$ cat src/rtl/timer_pkg.sv
// Purpose: shared encodings for multi_timer (FSM states, register offsets, CTRL fields).
// Latency: n/a (declarations only).
// Backpressure: n/a. Optional prescaler fields are used only when TIMER_PRESCALE_EN is defined.
package timer_pkg;

    typedef enum logic [1:0] {
        IDLE = 2'd0,
        LOAD = 2'd1,
        CNT  = 2'd2,
        INT  = 2'd3
    } state_t;

    localparam logic [1:0] REG_CTRL   = 2'd0;
    localparam logic [1:0] REG_PRESET = 2'd1;
    localparam logic [1:0] REG_COUNT  = 2'd2;
    localparam logic [1:0] REG_STATUS = 2'd3;

    localparam logic [1:0] MODE_ONESHOT = 2'b00;
    localparam logic [1:0] MODE_RELOAD  = 2'b01;

    localparam int CTRL_EN   = 0;
    localparam int CTRL_MODE = 1;
    localparam int CTRL_IM   = 3;
    localparam int CTRL_PSC  = 4;
    localparam int PSC_W     = 8;

endpackage

$ cat src/rtl/timer_channel.sv
// Purpose: one timer channel - CTRL/PRESET/COUNT/STATUS registers, IDLE/LOAD/CNT/INT FSM, optional prescaler (TIMER_PRESCALE_EN).
// Latency: register writes land on the write edge; dout is combinational from registered state.
// Backpressure: none; a CTRL/PRESET/COUNT write freezes this channel's FSM for that cycle, STATUS writes do not.
module timer_channel
    import timer_pkg::*;
#(
    parameter int CNT_W = 32
) (
    input  logic        clk,
    input  logic        reset,
    input  logic        we,
    input  logic [1:0]  reg_sel,
    input  logic [31:0] din,
    output logic [31:0] dout,
    output logic        irq
);

    state_t             state;
    logic               en;
    logic               im;
    logic               pend;
    logic [1:0]         mode;
    logic [CNT_W-1:0]   preset;
    logic [CNT_W-1:0]   count;
    logic               tick;
    logic               fsm_hold;
    logic               unused_din;

`ifdef TIMER_PRESCALE_EN
    logic [PSC_W-1:0]   psc;
    logic [PSC_W-1:0]   pcnt;
    assign tick = (pcnt == psc);
`else
    assign tick = 1'b1;
`endif

    // STATUS only touches PEND, so it never stalls counting; any other write owns the cycle
    assign fsm_hold   = we && (reg_sel != REG_STATUS);
    assign unused_din = ^din;
    assign irq        = pend & im;

    // Register writes and the channel FSM; PEND set is placed after the W1C so set wins
    always_ff @(posedge clk) begin
        if (reset) begin
            state  <= IDLE;
            en     <= 1'b0;
            im     <= 1'b0;
            pend   <= 1'b0;
            mode   <= MODE_ONESHOT;
            preset <= '0;
            count  <= '0;
`ifdef TIMER_PRESCALE_EN
            psc    <= '0;
            pcnt   <= '0;
`endif
        end else begin
            if (we) begin
                case (reg_sel)
                    REG_CTRL: begin
                        en   <= din[CTRL_EN];
                        mode <= din[CTRL_MODE +: 2];
                        im   <= din[CTRL_IM];
`ifdef TIMER_PRESCALE_EN
                        psc  <= din[CTRL_PSC +: PSC_W];
`endif
                    end
                    REG_PRESET: preset <= din[CNT_W-1:0];
                    REG_COUNT:  count  <= din[CNT_W-1:0];
                    REG_STATUS: if (din[0]) pend <= 1'b0;
                endcase
            end
            if (!fsm_hold) begin
                case (state)
                    IDLE: if (en) state <= LOAD;
                    LOAD: begin
                        count <= preset;
`ifdef TIMER_PRESCALE_EN
                        pcnt  <= '0;
`endif
                        state <= CNT;
                    end
                    CNT: begin
                        if (!en) begin
                            state <= IDLE;
                        end else if (tick) begin
`ifdef TIMER_PRESCALE_EN
                            pcnt <= '0;
`endif
                            if (count > CNT_W'(1)) begin
                                count <= count - CNT_W'(1);
                            end else begin
                                count <= '0;
                                pend  <= 1'b1;
                                state <= INT;
                            end
                        end
`ifdef TIMER_PRESCALE_EN
                        else begin
                            pcnt <= pcnt + PSC_W'(1);
                        end
`endif
                    end
                    INT: begin
                        if (mode == MODE_RELOAD) begin
                            state <= LOAD;
                        end else begin
                            en    <= 1'b0;
                            state <= IDLE;
                        end
                    end
                    default: state <= IDLE;
                endcase
            end
        end
    end

    // Read mux; unimplemented bits read as zero
    always_comb begin
        dout = '0;
        case (reg_sel)
            REG_CTRL: begin
                dout[CTRL_EN]         = en;
                dout[CTRL_MODE +: 2]  = mode;
                dout[CTRL_IM]         = im;
`ifdef TIMER_PRESCALE_EN
                dout[CTRL_PSC +: PSC_W] = psc;
`endif
            end
            REG_PRESET: dout = 32'(preset);
            REG_COUNT:  dout = 32'(count);
            REG_STATUS: dout[0] = pend;
        endcase
    end

endmodule

$ cat src/rtl/multi_timer.sv
// Purpose: NCH-channel memory-mapped timer - address decode, read mux, IRQ fan-in (prescaler under TIMER_PRESCALE_EN).
// Latency: writes take effect on the write edge; Dout, IRQ and IRQ_any are combinational from registers.
// Backpressure: none; every bus access completes in one cycle, out-of-range channels read 0 and drop writes.
module multi_timer
    import timer_pkg::*;
#(
    parameter int NCH   = 2,
    parameter int CNT_W = 32
) (
    input  logic            clk,
    input  logic            reset,
    input  logic [31:2]     Addr,
    input  logic            WE,
    input  logic [31:0]     Din,
    output logic [31:0]     Dout,
    output logic [NCH-1:0]  IRQ,
    output logic            IRQ_any
);

    localparam int CHB = (NCH > 1) ? $clog2(NCH) : 1;

    logic [CHB-1:0] chan;
    logic           in_range;
    logic [31:0]    rd_dat [NCH];

    // The whole field above the register offset is the channel index, so aliases of
    // non-existent channels are rejected instead of wrapping onto real ones
    assign chan     = Addr[4 +: CHB];
    assign in_range = (Addr[31:4] < 28'(NCH));
    assign IRQ_any  = |IRQ;

    for (genvar i = 0; i < NCH; i++) begin : g_ch
        timer_channel #(
            .CNT_W (CNT_W)
        ) u_ch (
            .clk     (clk),
            .reset   (reset),
            .we      (WE && in_range && (chan == CHB'(i))),
            .reg_sel (Addr[3:2]),
            .din     (Din),
            .dout    (rd_dat[i]),
            .irq     (IRQ[i])
        );
    end

    // Read data select; zero when the channel does not exist
    always_comb begin
        Dout = '0;
        for (int i = 0; i < NCH; i++) begin
            if (in_range && (chan == CHB'(i))) Dout = rd_dat[i];
        end
    end

endmodule

$ cat config.mk
export PLATFORM = sky130hd
export DESIGN_NAME = multi_timer
export DESIGN_NICKNAME = d
export VERILOG_FILES = /design/src/rtl/timer_pkg.sv /design/src/rtl/timer_channel.sv /design/src/rtl/multi_timer.sv
export SDC_FILE = /design/constraint.sdc
export NUM_CORES = 1
export LEC_CHECK = 0
export ABC_AREA = 1
export ABC_CLOCK_PERIOD_IN_PS = 2500
export CAP_MARGIN = 15
export CORE_MARGIN = 4
export CORE_UTILIZATION = 53
export DETAILED_ROUTE_END_ITERATION = 7
export GPL_TIMING_DRIVEN = 1
export PLACE_DENSITY = 0.76
export SLEW_MARGIN = 10
export SYNTH_ARGS = -nofsm -noshare
export SYNTH_HDL_FRONTEND = slang
export SYNTH_HIERARCHICAL = 1
export SYNTH_SLANG_ARGS = --single-unit
$ cat constraint.sdc
create_clock -name clk -period 2.5 [get_ports clk]
set_input_delay 0.5 -clock clk [delete_from_list [all_inputs] [get_ports clk]]
set_output_delay 0.5 -clock clk [all_outputs]
set_load 0.01 [all_outputs]
==> results of run 1 <==
tightest hold or removal path, stage by stage, from the launching register on:
cell	delay (ns)
dfxtp_1	0.32
inv_1	0.07
a21oi_1	0.05
cell type report:
cell class | instances | area share
clock buffer | 20 | 0.03351
sequential | 142 | 0.2133
clock inverter | 12 | 0.01211
inverter | 136 | 0.03905
timing repair buffer | 212 | 0.1583
multi-input combinational | 1369 | 0.5189
tap | 265 | 0.02487
routing by layer:
metal,track usage,vias up
met5,0,-
met4,0.1130,0
met3,0.06685,98
met2,0.5241,621
met1,0.4627,5550
li1,-,5915
cells by family (layout without fill, tap and decap cells):
logic type,after synthesis,in the layout
flip-flops,142,142
buffers and inverters,234,380
multiplexers,2,2
AO/OA/AOI/OAI,344,344
adder cells (fa/ha/maj),24,24
XOR/XNOR,38,38
AND/OR/NAND/NOR,961,961
how the worst max path moves through the flow:
stage	end	slack, ns	cells past startpoint
finish	Dout[5]	0.07	10
global route	g_ch[1].u_ch/count[23]$_SDFF_PP0_	-0.02	23
CTS	Dout[5]	0.0003	10
detailed placement	Dout[11]	-0.68	8
global placement	Dout[11]	-0.65	9
floorplan	g_ch[0].u_ch/count[15]$_SDFF_PP0_	0.07	15
placed cells by master, fill, tap and decap left out, types with 17 or more instances in the layout:
master	synthesis	routed
a21oi_1	167	161
buf_12	0	29
buf_2	22	22
buf_4	2	78
clkbuf_16	0	17
clkdlybuf4s50_1	0	38
dfxtp_1	142	142
dlygate4sd2_1	0	18
ha_1	24	21
inv_1	124	120
nand2_1	550	541
nand2_2	10	18
nand3_1	96	85
nand3_2	17	25
nand4_1	17	17
nor2_1	222	216
nor2_4	16	18
o211ai_1	20	20
o21ai_0	121	118
xor2_1	31	31
sequential cells by signal, indices dropped and copies added (netlist names):
register,flops
g_ch.u_ch/mode,4
g_ch.u_ch/en,2
g_ch.u_ch/state,4
g_ch.u_ch/count,64
g_ch.u_ch/preset,64
g_ch.u_ch/pend,2
g_ch.u_ch/im,2
power by group through the flow:
stage | registers (W) | logic [W] | clock network, W
detailed placement | 0.00277 | 0.00413 | 0
finish | 0.00273 | 0.00432 | 0.00269
CTS | 0.00272 | 0.00432 | 0.00270
global route | 0.00276 | 0.00486 | 0.00280
global placement | 0.00277 | 0.00406 | 0
floorplan | 0.00266 | 0.00301 | 0
stage by stage:
step	power, W	TNS, ns
6_report	0.009741	0
5_1_grt	0.01042	-0.03293
4_1_cts	0.009738	0
3_5_place_dp	0.006895	-63.77
3_3_place_gp	0.006831	-59.11
2_1_floorplan	0.005672	0
repair_timing:
item | CTS | global route
pin swaps | 31 | 29
hold buffers | 0 | 0
cloned | 3 | 0
resized for setup | 200 | 43
setup endpoints to repair | 52 | 80
setup buffers | 9 | 8
==> results.md, run 1 <==
* Status: complete, no violations
* Synth top area share at 0.2689
* Final core utilization at 0.6827
* WP data required at 2.00 ns
* GRT overflow at 0
* Post-Synth XOR/XNOR Area at 0.03148
* CP peak stage delay at 0.25 ns
* Clock-pin slew on the worst setup and hold paths at 0.07 ns
* Comb pwr share at 0.444
* Setup crit start: Addr[2]
* H-tree depth at 4
* Fin crit share at 0.9705
* Seq pwr share at 0.280
* Final setup skew at 0.009313 ns
* Placement Cell Area at approximately 0.012 mm^2
* First-pass GRT wire length at 59.64 mm
* Crit-path cells: clkdlybuf4s18_2, inv_2, ha_1, buf_12, buf_4, nand2_1, a21oi_1, nand3_4, nand2_2, buf_6
* DP HPWL at 26.86 mm
* # fillers at 1757
* Worst Tran Pin Value at 0.6845 ns
* Fin cells at ~2200
* Asr flop ratio synth at 0
* Hold WC Path Type: reg -> reg
* N_diodes at 0
* Yosys cell types at 43
* Routed Antenna Nets at 0
* HP Start: g_ch[0].u_ch/mode[0]$_SDFFE_PP0P_
* Final instance area at 0.01333 mm^2
* Post-synthesis cell area at 0.01057 mm^2
* Post-Route WL at approximately 37 mm
* Std cell rows at a little over 50
* Clock root cell: clkbuf_16
* Final hold slack at 0.4878 ns
* Largest family of logic cells by synthesized area: simple AND/OR/NAND/NOR gates
* Switching power at 0.004035 W
* Synth top cells by count: 550 x nand2_1, 222 x nor2_1, 167 x a21oi_1
* Area contributors post-synth: dfxtp_1 27%, nand2_1 20%, a21oi_1 7.9%, nor2_1 7.9%, o21ai_0 5.7%
* DRC Markers at 0
* Seq cells post-synth at 142
* Number of vias in the routed layout at 12180
* Synthesized area per cell at slightly above 6 um^2
* Reg2Reg Depth at 11
* P per Cell Area at between 700 and 800 mW/mm^2
* DR top layer: met4
* R2r setup slk at 0.46 ns
* Chip width at around 150 um
* WHS Endpoint: g_ch[0].u_ch/mode[0]$_SDFFE_PP0P_
* Clock share of power at 0.276
* Compound-Gate Fraction of Synth Area at 0.1778
* CP arrival at 1.93 ns
* Bufs on Longest Clock Path at 2
* Fmax at around 410 MHz
* Synthesized instance count at between 1500 and 2000
* CTS Buf Count at 17
* # clock sinks at about 140
* Via/cell ratio at 5.651
* CTS tree: done
* CP max-delay cell: clkdlybuf4s18_2
* Critical path launch point type: primary input
* Avg WL per Cell at 17.34 um
* Synth Flop Type: dfxtp_1
* Initial core utilization at 0.5415
* Vias in the first global route at 11390
* Share of cells above drive strength 1 at 0.1592
* Top delay family on crit path: buffers and inverters
* Starting DRT DRC Count at about 1400
* WS Path Type: in -> out
* Die ar. at 0.02227 mm^2
* Ports at 100
* Reg2reg start: g_ch[1].u_ch/count[0]$_SDFF_PP0_
* RR Endpoint: g_ch[1].u_ch/count[5]$_SDFF_PP0_
* Sequential cell area at 0.002843 mm^2
* Crit path time final at 2.426 ns
* Buf+Inv Stages, Crit Path at 5
* Gpl congestion at 1.008
* Leakage at about 6.1 nW
* Initial antenna violation count at 0
* Count of final setup violators at 0
* Detailed-routed wire length on met3 at 3.929 mm
* Most numerous cell in the Yosys netlist: nand2_1
* Adder-cell area share of the yosys netlist at 0.02840
* Syn_nets at 1834
* VDD IR max at around 0.69 mV
* Worst Slack Setup Final at 0.07365 ns
* Switching part of the total power at 0.4142
* Simple-Gate Fraction of Synth Area at 0.3972
* Rel. slew slack at 0.5437
* Multi-input logic area at 0.006917 mm^2
* Hold Path Cell Cnt at 2
* Core Box Area at around 0.020 mm^2
* Multiplexer share of the synthesized area at 0.002130
* PortBufs at 99
* Int Power at around 0.0057 W
* CP Max Fanout at 14
* Die Ht at 149.2 um
* Sequential-to-total area share from yosys stat at 0.2689
* Placement Setup Slack at -0.6810 ns
* First-pass iteration count of the detailed router at 6
* Critical Path Sink Type: output port
* Worst skew pair latency at between 0.4 and 0.5 ns
* Final #Nets at 1967
* Met1 wire length at approximately 15 mm
* Pin count of the biggest net entering global routing at 40
* Area growth, synth to finish at 26.08%
* GRT Overall Usage at 0.3349
* Yosys top cell by area: dfxtp_1
* Yosys Warn Count at 6
* Slew Limit Fails at 0
* Max-cap violations at 0
* Wire length on met2 at 16.84 mm
* Final hold vios at 0
* Number of enable flip-flop cells after synthesis at 0
* Placed instance count at 2108
No activity file was read; power rests on OpenSTA's default activity.
==> run 2, diff against run 1 <==
CORE_UTILIZATION = 54   (was 53)
CTS_BUF_LIST = sky130_fd_sc_hd__clkbuf_4   (was unset)
PLACE_DENSITY = 0.77   (was 0.76)
==> results.md, run 2 (synthesized netlist as in run 1, its figures left out) <==
* Final hold slack at 0.5013 ns (+0.01354 ns)
* Chip width at 147.9 um (-0.88%)
* Worst skew pair latency at 0.58 ns (+0.15 ns)
* Critical path launch point type: primary input
* Area growth, synth to finish at 22.41%
* Clock-pin slew on the worst setup and hold paths at 0.15 ns (+0.08 ns)
* Leakage at 5.833 nW (-3.7%)
* Fin crit share at 0.9843 (+0.01373)
* CTS tree: done
* Core Box Area at 0.01896 mm^2 (-2.9%)
* Largest registers: g_ch.u_ch/count x64, g_ch.u_ch/preset x64
* Worst Slack Setup Final at 0.03932 ns (-0.03433 ns)
* Reg2reg start: g_ch[1].u_ch/count[3]$_SDFF_PP0_
* Rel. slew slack at 0.6020 (+0.05835)
* CTS Buf Count at 17 (unchanged)
* Share of cells above drive strength 1 at 0.1473 (-0.01183)
* Slew Limit Fails at 0 (unchanged)
* Commonest non-fill, non-tap cell in the layout: nand2_1
* Avg WL per Cell at 17.14 um (-1.2%)
* Routed Antenna Nets at 0 (unchanged)
* Int Power at 0.004842 W (-15%)
* CP arrival at 1.96 ns (+0.03 ns)
* Max-cap violations at 0 (unchanged)
* Final hold vios at 0 (unchanged)
* WS Path Type: in -> out
* Starting DRT DRC Count at 1449 (+0.35%)
* WP data required at 2.00 ns (about the same)
* Most frequent cells in the layout: 545 x nand2_1, 221 x nor2_1, 164 x a21oi_1, 141 x dfxtp_1, 121 x o21ai_0
* CP max-delay cell: nor2_4
* Clock root cell: clkbuf_4
* Switching part of the total power at 0.4452 (+0.03102)
* First-pass iteration count of the detailed router at 6 (unchanged)
* P per Cell Area at 674.3 mW/mm^2 (-7.7%)
* Initial antenna violation count at 1 (+1)
* H-tree depth at 4 (unchanged)
* First-pass GRT wire length at 58.40 mm (-2.1%)
* HP Start: g_ch[0].u_ch/mode[0]$_SDFFE_PP0P_
* Fmax at 406.4 MHz (-1.4%)
* Number of vias in the routed layout at 12030 (-1.2%)
* Die ar. at 0.02188 mm^2 (-1.8%)
* Pin count of the biggest net entering global routing at 41 (+2.5%)
* Gpl congestion at 0.9924 (-1.5%)
* Die Ht at 147.9 um (-0.88%)
* Count of final setup violators at 0 (unchanged)
* GRT overflow at 0 (unchanged)
* Post-Route WL at 36.69 mm (-1.8%)
* Status: complete, no violations
* Via/cell ratio at 5.620 (-0.56%)
* Vias in the first global route at 11120 (-2.4%)
* VDD IR max at 0.6160 mV (-10%)
* Final setup skew at 0.03395 ns (+0.02464 ns)
* Hold WC Path Type: reg -> reg
* Placement Setup Slack at -0.7433 ns (-0.06227 ns)
* Initial core utilization at 0.5578 (+0.01630)
* CP peak stage delay at 0.19 ns (-0.06 ns)
* DP HPWL at 26.60 mm (-0.98%)
* Crit-path cells: clkdlybuf4s15_1, nor2_1, nand2_1, nor2_1, nand2_1, nor2_4, buf_12, buf_12, buf_8, nand3_1, nand2_1, buf_2
* Final #Nets at 1957 (-0.51%)
* Clock share of power at 0.197 (-0.079)
* Total power draw at 0.008727 W (-10%)
* # fillers at 1762 (+0.28%)
* CP Max Fanout at 6 (-8)
* PortBufs at 99 (unchanged)
* Ports at 100 (unchanged)
* Comb pwr share at 0.488 (+0.044)
* Seq pwr share at 0.315 (+0.035)
* CP most frequent cell: nand2_1
* DRC Markers at 0 (unchanged)
* Setup_tns at 0 ns (unchanged)
* Worst Tran Pin Value at 0.5948 ns (-0.08972 ns)
* # clock sinks at 142 (unchanged)
* Bufs on Longest Clock Path at 2 (unchanged)
* GRT Overall Usage at 0.3289 (-0.005964)
* Crit path time final at 2.461 ns (+0.03433 ns)
* Critical Path Sink Type: output port
* Std cell rows at 50 (-2.0%)
* Switching power at 0.003886 W (-3.7%)
* Setup crit start: Addr[28]
* Post-CTS Hold Buffers at 0 (unchanged)
-- run 2: per-stage QoR --
stage | utilization | instances | cell area (um^2)
2_1_floorplan | - | 1745 | 10570
3_3_place_gp | 0.6536 | 2096 | 12390
3_5_place_dp | 0.6536 | 2096 | 12390
4_1_cts | 0.6822 | 2138 | 12930
5_1_grt | 0.6828 | 2141 | 12940
6_report | 0.6828 | 2141 | 12940
-- run 2: path summary, 6_finish.rpt --
check                                      endpoint  slack [ns]  cells after the start
setup reg to reg  g_ch[1].u_ch/count[27]$_SDFF_PP0_        0.33                      8
hold / removal    g_ch[0].u_ch/mode[0]$_SDFFE_PP0P_        0.50                      2
setup / recovery                           Dout[12]        0.04                     12
hold reg to reg   g_ch[0].u_ch/mode[0]$_SDFFE_PP0P_        0.50                      2
-- run 2: worst max-delay path, delay by kind of cell --
kind,cells,cell delay [ns]
AND/OR/NAND/NOR,7,0.76
buffers and inverters,5,0.70
-- run 2: timing repair --
item	4_1_cts	5_1_grt
buffers inserted	7	2
gates cloned	4	0
pin swaps	3	28
resized for setup	142	64
setup endpoints to repair	32	81
-- run 2: layout make-up --
cell class	instances	area, um^2	area share
Tap cell	260	325.3	0.02514
Multi-Input combinational cell	1369	6833	0.5279
Clock inverter	14	193.9	0.01498
Timing Repair Buffer	202	2092	0.1616
Clock buffer	17	127.6	0.009861
Antenna cell	1	2.502	0.0001933
Sequential cell	142	2844	0.2197
Inverter	136	524.3	0.04051
-- run 2: per-layer routing --
metal / global-route usage / up-vias / wire length [um]
met5: 0 / - / 0
met4: 0.1187 / 0 / 1064
met3: 0.04629 / 85 / 3527
met2: 0.5272 / 607 / 16600
met1: 0.4535 / 5468 / 15500
li1: - / 5872 / -
-- run 2: power groups by stage --
stage	clock network [W]	logic, W	registers [W]
global placement	0	0.00406	0.00277
global route	0.00183	0.00469	0.00276
floorplan	0	0.00301	0.00266
detailed placement	0	0.00414	0.00278
finish	0.00172	0.00426	0.00275
CTS	0.00173	0.00419	0.00273
